[src/rtl/uart_tx_frame.sv]
// uart_tx_frame
// Transmit framing engine of the UART. It holds one byte in the transmit
// holding register (THR) and serialises it through the transmit shift
// register (TSR) as a start bit, 5..8 data bits, an optional parity bit and
// one or two stop bits. The frame advances once per rising edge of
// baud_clock, detected in the clk_cpu domain. The frame format is latched at
// TSR load, so LCR writes during a frame do not affect that frame. Break
// control is applied live at the output register.
module uart_tx_frame (
  input  logic       clk_cpu,
  input  logic       rst,
  input  logic       baud_clock,
  input  logic [7:0] thr_data,
  input  logic       thr_valid,
  output logic       thr_ready,
  input  logic [1:0] lcr_wls,
  input  logic       lcr_stb,
  input  logic       lcr_pen,
  input  logic       lcr_eps,
  input  logic       lcr_sp,
  input  logic       lcr_bc,
  output logic       tx_out,
  output logic       tx_busy,
  output logic       temt
);

  typedef enum logic [2:0] {
    IDLE   = 3'd0,
    START  = 3'd1,
    DATA   = 3'd2,
    PARITY = 3'd3,
    STOP   = 3'd4
  } state_t;

  // Registered state
  logic       baud_d_reg;
  logic [7:0] thr_reg, thr_next;
  logic       thr_full_reg, thr_full_next;
  state_t     state_reg, state_next;
  logic [7:0] tsr_reg, tsr_next;
  logic [2:0] cnt_reg, cnt_next;
  logic [1:0] wls_reg, wls_next;
  logic       stb_reg, stb_next;
  logic       pen_reg, pen_next;
  logic       par_reg, par_next;
  logic       line_reg, line_next;
  logic       tx_out_reg;

  // Combinational helpers
  logic       tick;
  logic       wr_accept;
  logic       load;
  logic [2:0] load_last_idx;
  logic [7:0] load_word;
  logic       load_xor;
  logic       load_parity;
  logic [2:0] last_data_idx;
  logic       last_data;
  logic       last_stop;

  // One-cycle pulse on each rising edge of the baud enable. baud_d resets
  // high so that a baud_clock that is already high does not fire a tick.
  assign tick      = baud_clock & ~baud_d_reg;
  assign wr_accept = thr_valid & ~thr_full_reg;

  // Index of the last data bit for the word length currently on LCR; used
  // when the THR is moved into the TSR.
  assign load_last_idx = {1'b0, lcr_wls} + 3'd4;

  // Mask off THR bits above the word length so they cannot influence parity.
  genvar gi;
  generate
    for (gi = 0; gi < 8; gi++) begin : g_word_mask
      assign load_word[gi] = thr_reg[gi] & (3'(gi) <= load_last_idx);
    end
  endgenerate

  // Parity bit for the byte being loaded: stick parity overrides, even
  // parity is the XOR of the data bits, odd parity its complement.
  assign load_xor    = ^load_word;
  assign load_parity = lcr_sp ? ~lcr_eps : (lcr_eps ? load_xor : ~load_xor);

  // End-of-field detection uses the frame format latched at load time.
  assign last_data_idx = {1'b0, wls_reg} + 3'd4;
  assign last_data     = (cnt_reg == last_data_idx);
  assign last_stop     = (cnt_reg == {2'b00, stb_reg});

  // Next-state logic for the framing FSM, shifter, counters and THR.
  always_comb begin
    state_next    = state_reg;
    tsr_next      = tsr_reg;
    cnt_next      = cnt_reg;
    line_next     = line_reg;
    wls_next      = wls_reg;
    stb_next      = stb_reg;
    pen_next      = pen_reg;
    par_next      = par_reg;
    load          = 1'b0;

    if (tick) begin
      case (state_reg)
        IDLE: begin
          if (thr_full_reg) begin
            load = 1'b1;
          end
        end
        START: begin
          line_next  = tsr_reg[0];
          tsr_next   = {1'b0, tsr_reg[7:1]};
          cnt_next   = 3'd0;
          state_next = DATA;
        end
        DATA: begin
          if (last_data) begin
            cnt_next = 3'd0;
            if (pen_reg) begin
              line_next  = par_reg;
              state_next = PARITY;
            end else begin
              line_next  = 1'b1;
              state_next = STOP;
            end
          end else begin
            cnt_next  = cnt_reg + 3'd1;
            line_next = tsr_reg[0];
            tsr_next  = {1'b0, tsr_reg[7:1]};
          end
        end
        PARITY: begin
          line_next  = 1'b1;
          cnt_next   = 3'd0;
          state_next = STOP;
        end
        STOP: begin
          if (last_stop) begin
            if (thr_full_reg) begin
              // Pending byte: go straight into the next start bit.
              load = 1'b1;
            end else begin
              state_next = IDLE;
            end
          end else begin
            cnt_next = cnt_reg + 3'd1;
          end
        end
        default: begin
          line_next  = 1'b1;
          state_next = IDLE;
        end
      endcase
    end

    // TSR load: drive the start bit and capture the frame format.
    if (load) begin
      state_next = START;
      tsr_next   = thr_reg;
      cnt_next   = 3'd0;
      line_next  = 1'b0;
      wls_next   = lcr_wls;
      stb_next   = lcr_stb;
      pen_next   = lcr_pen;
      par_next   = load_parity;
    end
  end

  // THR occupancy: a load empties it, an accepted write fills it. The two
  // never coincide since a write needs an empty THR and a load a full one.
  always_comb begin
    thr_next      = thr_reg;
    thr_full_next = thr_full_reg;
    if (load) begin
      thr_full_next = 1'b0;
    end else if (wr_accept) begin
      thr_next      = thr_data;
      thr_full_next = 1'b1;
    end
  end

  // State registers; reset aborts any frame and discards the THR.
  always_ff @(posedge clk_cpu or posedge rst) begin
    if (rst) begin
      baud_d_reg   <= 1'b1;
      thr_reg      <= 8'h00;
      thr_full_reg <= 1'b0;
      state_reg    <= IDLE;
      tsr_reg      <= 8'h00;
      cnt_reg      <= 3'd0;
      wls_reg      <= 2'b00;
      stb_reg      <= 1'b0;
      pen_reg      <= 1'b0;
      par_reg      <= 1'b0;
      line_reg     <= 1'b1;
    end else begin
      baud_d_reg   <= baud_clock;
      thr_reg      <= thr_next;
      thr_full_reg <= thr_full_next;
      state_reg    <= state_next;
      tsr_reg      <= tsr_next;
      cnt_reg      <= cnt_next;
      wls_reg      <= wls_next;
      stb_reg      <= stb_next;
      pen_reg      <= pen_next;
      par_reg      <= par_next;
      line_reg     <= line_next;
    end
  end

  // Output register: break forces the line low without disturbing sequencing.
  always_ff @(posedge clk_cpu or posedge rst) begin
    if (rst) begin
      tx_out_reg <= 1'b1;
    end else begin
      tx_out_reg <= line_next & ~lcr_bc;
    end
  end

  assign tx_out    = tx_out_reg;
  assign thr_ready = ~thr_full_reg;
  assign tx_busy   = (state_reg != IDLE);
  assign temt      = ~thr_full_reg & (state_reg == IDLE);

endmodule

[config.mk]
export PLATFORM = sky130hd
export DESIGN_NAME = uart_tx_frame
export DESIGN_NICKNAME = d
export VERILOG_FILES = /design/src/rtl/uart_tx_frame.sv
export SDC_FILE = /design/constraint.sdc
export NUM_CORES = 1
export LEC_CHECK = 0
export CAP_MARGIN = 20
export CELL_PAD_IN_SITES_DETAIL_PLACEMENT = 0
export CELL_PAD_IN_SITES_GLOBAL_PLACEMENT = 1
export CORE_MARGIN = 4
export CORE_UTILIZATION = 43
export DETAILED_ROUTE_END_ITERATION = 12
export PLACE_DENSITY = 0.79
export REMOVE_ABC_BUFFERS = 1
export SYNTH_ARGS = -nofsm -noshare
export SYNTH_HDL_FRONTEND = slang
export SYNTH_SLANG_ARGS = --single-unit
[constraint.sdc]
create_clock -name clk_cpu -period 2.2 [get_ports clk_cpu]
set_input_delay 0.22 -clock clk_cpu [delete_from_list [all_inputs] [get_ports clk_cpu]]
set_output_delay 0.22 -clock clk_cpu [all_outputs]
set_load 0.02 [all_outputs]
## After elaboration in Yosys (flattened, before gate mapping)

Index checks and enable logic that the tools add are counted.

- Eq/ne operators: 12
- Div/mod/pow operators: 0
- Bitwise logic cells: 18
- Add/sub/neg operators: 3
- Multipliers: 0
- Magnitude comparators: 8
- Reduce and logical (&&, ||, !) cells: 13
- Shift operators: 0
- Mux-type cells: 29

Operator list:

| cell | number |
|---|---|
| 3-bit two-way mux | 10 |
| 8-bit two-way mux | 3 |
| 8-bit case mux with 2 select lines | 1 |
| 3-bit != test, second input constant | 5 |
| 3-bit case mux with 5 select lines | 1 |
| 1-bit bitwise AND | 12 |
| 3-bit <= comparator, first input constant | 4 |
| 1-bit two-way mux | 11 |
| 3-bit case mux with 3 select lines | 1 |
| 8-bit parity | 1 |
| 2-bit by 3-bit adder with 3-bit output, second input constant | 2 |
| 3-bit by 2-bit == test with 1-bit output, second input constant | 2 |
| 1-bit by 3-bit <= comparator with 1-bit output, first input constant | 2 |
| 2-bit by 3-bit <= comparator with 1-bit output, first input constant | 2 |
| 1-bit NOT | 6 |
| 3-bit AND reduction | 2 |
| 3-bit nonzero test | 2 |
| 5-bit AND reduction | 1 |
| 2-bit nonzero test | 2 |
| 4-bit nonzero test | 1 |
| 2-bit OR reduction | 2 |
| 3-bit by 1-bit adder with 3-bit output, second input constant | 1 |
| 3-bit by 1-bit == test with 1-bit output | 1 |
| 3-bit by 1-bit == test with 1-bit output, second input constant | 1 |
| 7 further kinds | 7 |

- Latch bits: 0
- Word-level logic and storage cells: 95
- Flip-flop bits (word level): 31
- ROM bits: 0
- Memories: 0
- Memory bits (writable): 0

## Logic depth before layout (Yosys ltp)

- Word-level depth: 7
- Mapped depth: 7
- Gate-level depth less buffers: 5

## Worst setup path before layout

OpenSTA, ideal clock, no wires.

- Kind: reg-to-reg
- From: register state_reg[0]
- To: register tsr_reg[1]
- Slack: 239 ps
- Setup time: 125 ps
- Required time: 2075 ps
- Buffers on the path: 1
- Arrival time: 1836 ps
- Cell stages (with the launch flop): 7
- Clock period less this slack: 1961 ps
- Cell sequence: dfrtp_1 -> nor4b_4 -> nand2_2 -> nor2_1 -> buf_2 -> mux2_2 -> mux2_2

- Word-level cells in the longest chain between the ends: 5
- Elaborated cells between the ends (all ways): 13
- Those cells by class: eq/ne (4); mux (5); reduce/logical (4)

RTL lines:

| item | RTL line | text |
|---|---|---|
| start: declaration | 39 | `state_t state_reg, state_next;` |
| start signal: assignment | 197 | `state_reg <= state_next;` |
| 3-bit == test or 3-bit logical NOT (tied branches) | 101 | `case (state_reg)` |
| 1-bit case mux with 2 select lines | 101 |  |
| 1-bit two-way mux | 100 | `if (tick) begin` |
| 3-bit != test (no source line), or another cell as far along | -- |  |
| 3-bit AND reduction (no source line) | -- |  |
| end signal: assignment | 198 | `tsr_reg <= tsr_next;` |
| end: declaration | 40 | `logic [7:0] tsr_reg, tsr_next;` |

Several ways; a longest one is shown, not always the timed one. The select of a mux whose other input is x is not followed.
A chain may end at the register's enable or synchronous reset.

## Final worst setup path

- From: register state_reg[1]
- To: register tsr_reg[5]

Same word-level chain as after synthesis.

==> metrics.txt <==
status=finished, final reports clean; largest net degree at the start of global routing=32; critical path arrival=~2.2 ns; multiplexer share of the synthesized area=18.7%; die area=0.00502 sq mm; setup TNS=0 ns; Worst EP required=2.36 ns; Post CTS Setup Buffer Count=0; worst rel slew slack=65.7%; CP cell instances=nor4b_4 -> nand2_2 -> or2_1 -> mux2_4 -> mux2_2; Largest stage delay, worst path=between 0.4 and 0.5 ns; hpwl dp=approximately 2700 um; Die W=slightly above 70 um; top-area cell type share of the netlist area=41.2%; cell leakage power=0.894 nW; Post-DRT Antenna Nets=0; ys async rst share=100%; Max Fclk=0.497 GHz; sequential share of power=between 30% and 40%; DRT Wirelength=3530 um; Max IR drop VDD=0.870 mV; Routed wire per std cell=15.4 um; Synth cell types=47; register bit count reported by yosys=31; CP Max Fanout=7; io pins=23; Starting Density=about 45%; Synth-to-Final Area Change=23.6%; xor-xnor portion of the synthesized cell area=~4%; Worst Clk Skew=0.00344 ns; RSZ-0062 raised after global routing=false; Compound-Gate Fraction of Synth Area=13.9%; First-pass DRT Iterations=6; # port buffers=22; Remaining DRCs=0; mapped cell area=0.00170 sq mm; Post-Synthesis Cells=148; endpoints failing hold=0; vias after detailed routing=between 1000 and 1500; Yosys top cell by area=dfrtp_1; post-route clock period utilization=91.5%; switching power=1.10 mW; vias per inst=5.59; Post-synth EDFFs=0; Max-cap violations=0; area of the multi-input gates=877 sq um; H-tree levels=2; std cell rows=22; CTS tree=built; CP max-delay cell=dfrtp_1; fraction of layout cells with a size suffix above 1=27.6%; insertion delay to the later sink of the worst-skew pair=between 0.2 and 0.3 ns; Synthesis Warnings=0; grt ovf=0; vias in the first global route=between 1000 and 1500; Clk pwr share=14.7%; core area=about 0.0037 sq mm; P_int=between 1.5 and 2 mW; root buffer cell=clkbuf_8; PwrDens=1380 mW/mm^2; antenna violations before repair=0; Simple-Gate Fraction of Synth Area=13.7%; Antenna Cells=0; Num CTS Buffers=5; critical path type=reg2reg; most frequent cell after synthesis=dfrtp_1; post-route minimum period=~2.0 ns; sequential area share after synthesis=45.9%; nets@finish=200; Sinks on Clock Net=31; critical path startpoint category=flop; All-Layer GR Usage=15.3%; Max Slew Vio Count=0; Synth area leaders=dfrtp_1 (41%), mux2_2 (15%), dfstp_2 (4.6%), mux2_4 (3.5%), nand2_1 (2.7%); Hold Path Class=in2async; first-pass GRT wire length=about 6000 um; Synth Area in Adders=less than 1%; final setup vio count=0; total power=2.91 mW; Max Buffers Root-to-Sink=2; Util after Layout=between 50% and 60%; combinational power share=47.4%; # fillers=316; largest family of logic cells by synthesized area=multiplexers; Worst Tran Pin Value=0.510 ns; global placement routability congestion=0.828; Die H=70.9 um; most frequent cells after synthesis=dfrtp_1 (28), mux2_2 (22), nand2_1 (12), inv_1 (8), a21oi_1 (6); Starting DRT DRC Count=108; register area=779 sq um; crit end category=flop; Reg clk slew, reported paths=approximately 0.06 ns; main flop type after synthesis=dfrtp_1; Net Sw Frac=37.8%; Synth Area per Inst=11.5 sq um
[critical path, delay by kind of cell (launching register included)]
family,cells,cell delay [ns]
mux,2,0.61
simple gates,3,0.80
flops,1,0.48
[stage by stage]
step                      std cells  setup slack [ns]  hold slack (ns)  area, sq um
after floorplan                 144            0.0710            0.224         1680
after global placement          221            0.0919            0.457         2010
after detailed placement        221            0.0226            0.463         2010
after CTS                       229             0.127            0.340         2090
after global routing            229            0.0803            0.380         2100
final                           229             0.187            0.331         2100
[what timing repair did]
item,4_1_cts,5_1_grt
endpoints found under the setup margin,0,4
gates resized for setup,0,1
hold buffers,0,0
[power by group through the flow]
stage / Clock, mW / Sequential [mW] / Combinational, mW
2_1_floorplan: 0 / 1.05 / 1.02
3_3_place_gp: 0 / 1.09 / 1.33
3_5_place_dp: 0 / 1.12 / 1.37
4_1_cts: 0.435 / 1.11 / 1.37
5_1_grt: 0.461 / 1.15 / 1.51
6_report: 0.426 / 1.10 / 1.38
[worst paths after layout]
check | from | slack, ns | endpoint | cells after the start
setup / recovery | state_reg[1] | 0.19 | tsr_reg[5] | 5
hold / removal | rst | 0.33 | cnt_reg[0] | 3
setup reg to reg | state_reg[1] | 0.19 | tsr_reg[5] | 5
hold reg to reg | par_reg | 0.48 | par_reg | 2
max in group asynchronous | rst | 1.55 | tx_out | 3
min in group clk_cpu | lcr_bc | 0.45 | tx_out | 2
[metal layers]
layer  routed length (um)  vias up  GRT usage (%)
met5                    0        -              0
met4                   74        0           5.85
met3                  180        7           4.83
met2                 1720       35           24.9
met1                 1560      631           19.0
li1                     -      606              -
[placed cells by master, fill, tap and decap left out, drive strengths merged, types with 2 or more instances in the layout]
cell type,instances
dfrtp,28
mux2,26
clkdlybuf4s50,22
nand2,13
inv,8
clkbuf,8
buf,7
a21oi,6
xnor2,5
nor2,5
o21ai,5
nand2b,3
nand4,3
dfstp,3
or2,3
nor4b,3
a41oi,2
nor2b,2
o31ai,2
a31oi,2
a211oi,2
a22o,2
[cell type report]
class	count	share of cell area [%]
multi-input cells	105	41.8
flip-flops and latches	31	37.1
repair buffers	29	13.0
clock buffers	8	3.81
well taps	48	2.86
inverters	8	1.43
[kinds of logic (layout without fill, tap and decap cells)]
group / count (synthesis) / in the layout
AO/OA/AOI/OAI: 32 / 32
flip-flops: 31 / 31
AND/OR/NAND/NOR: 39 / 39
adder cells (fa/ha/maj): 1 / 1
multiplexers: 27 / 27
buffers and inverters: 12 / 45
XOR/XNOR: 6 / 6
(Power assumes the default switching activity.)
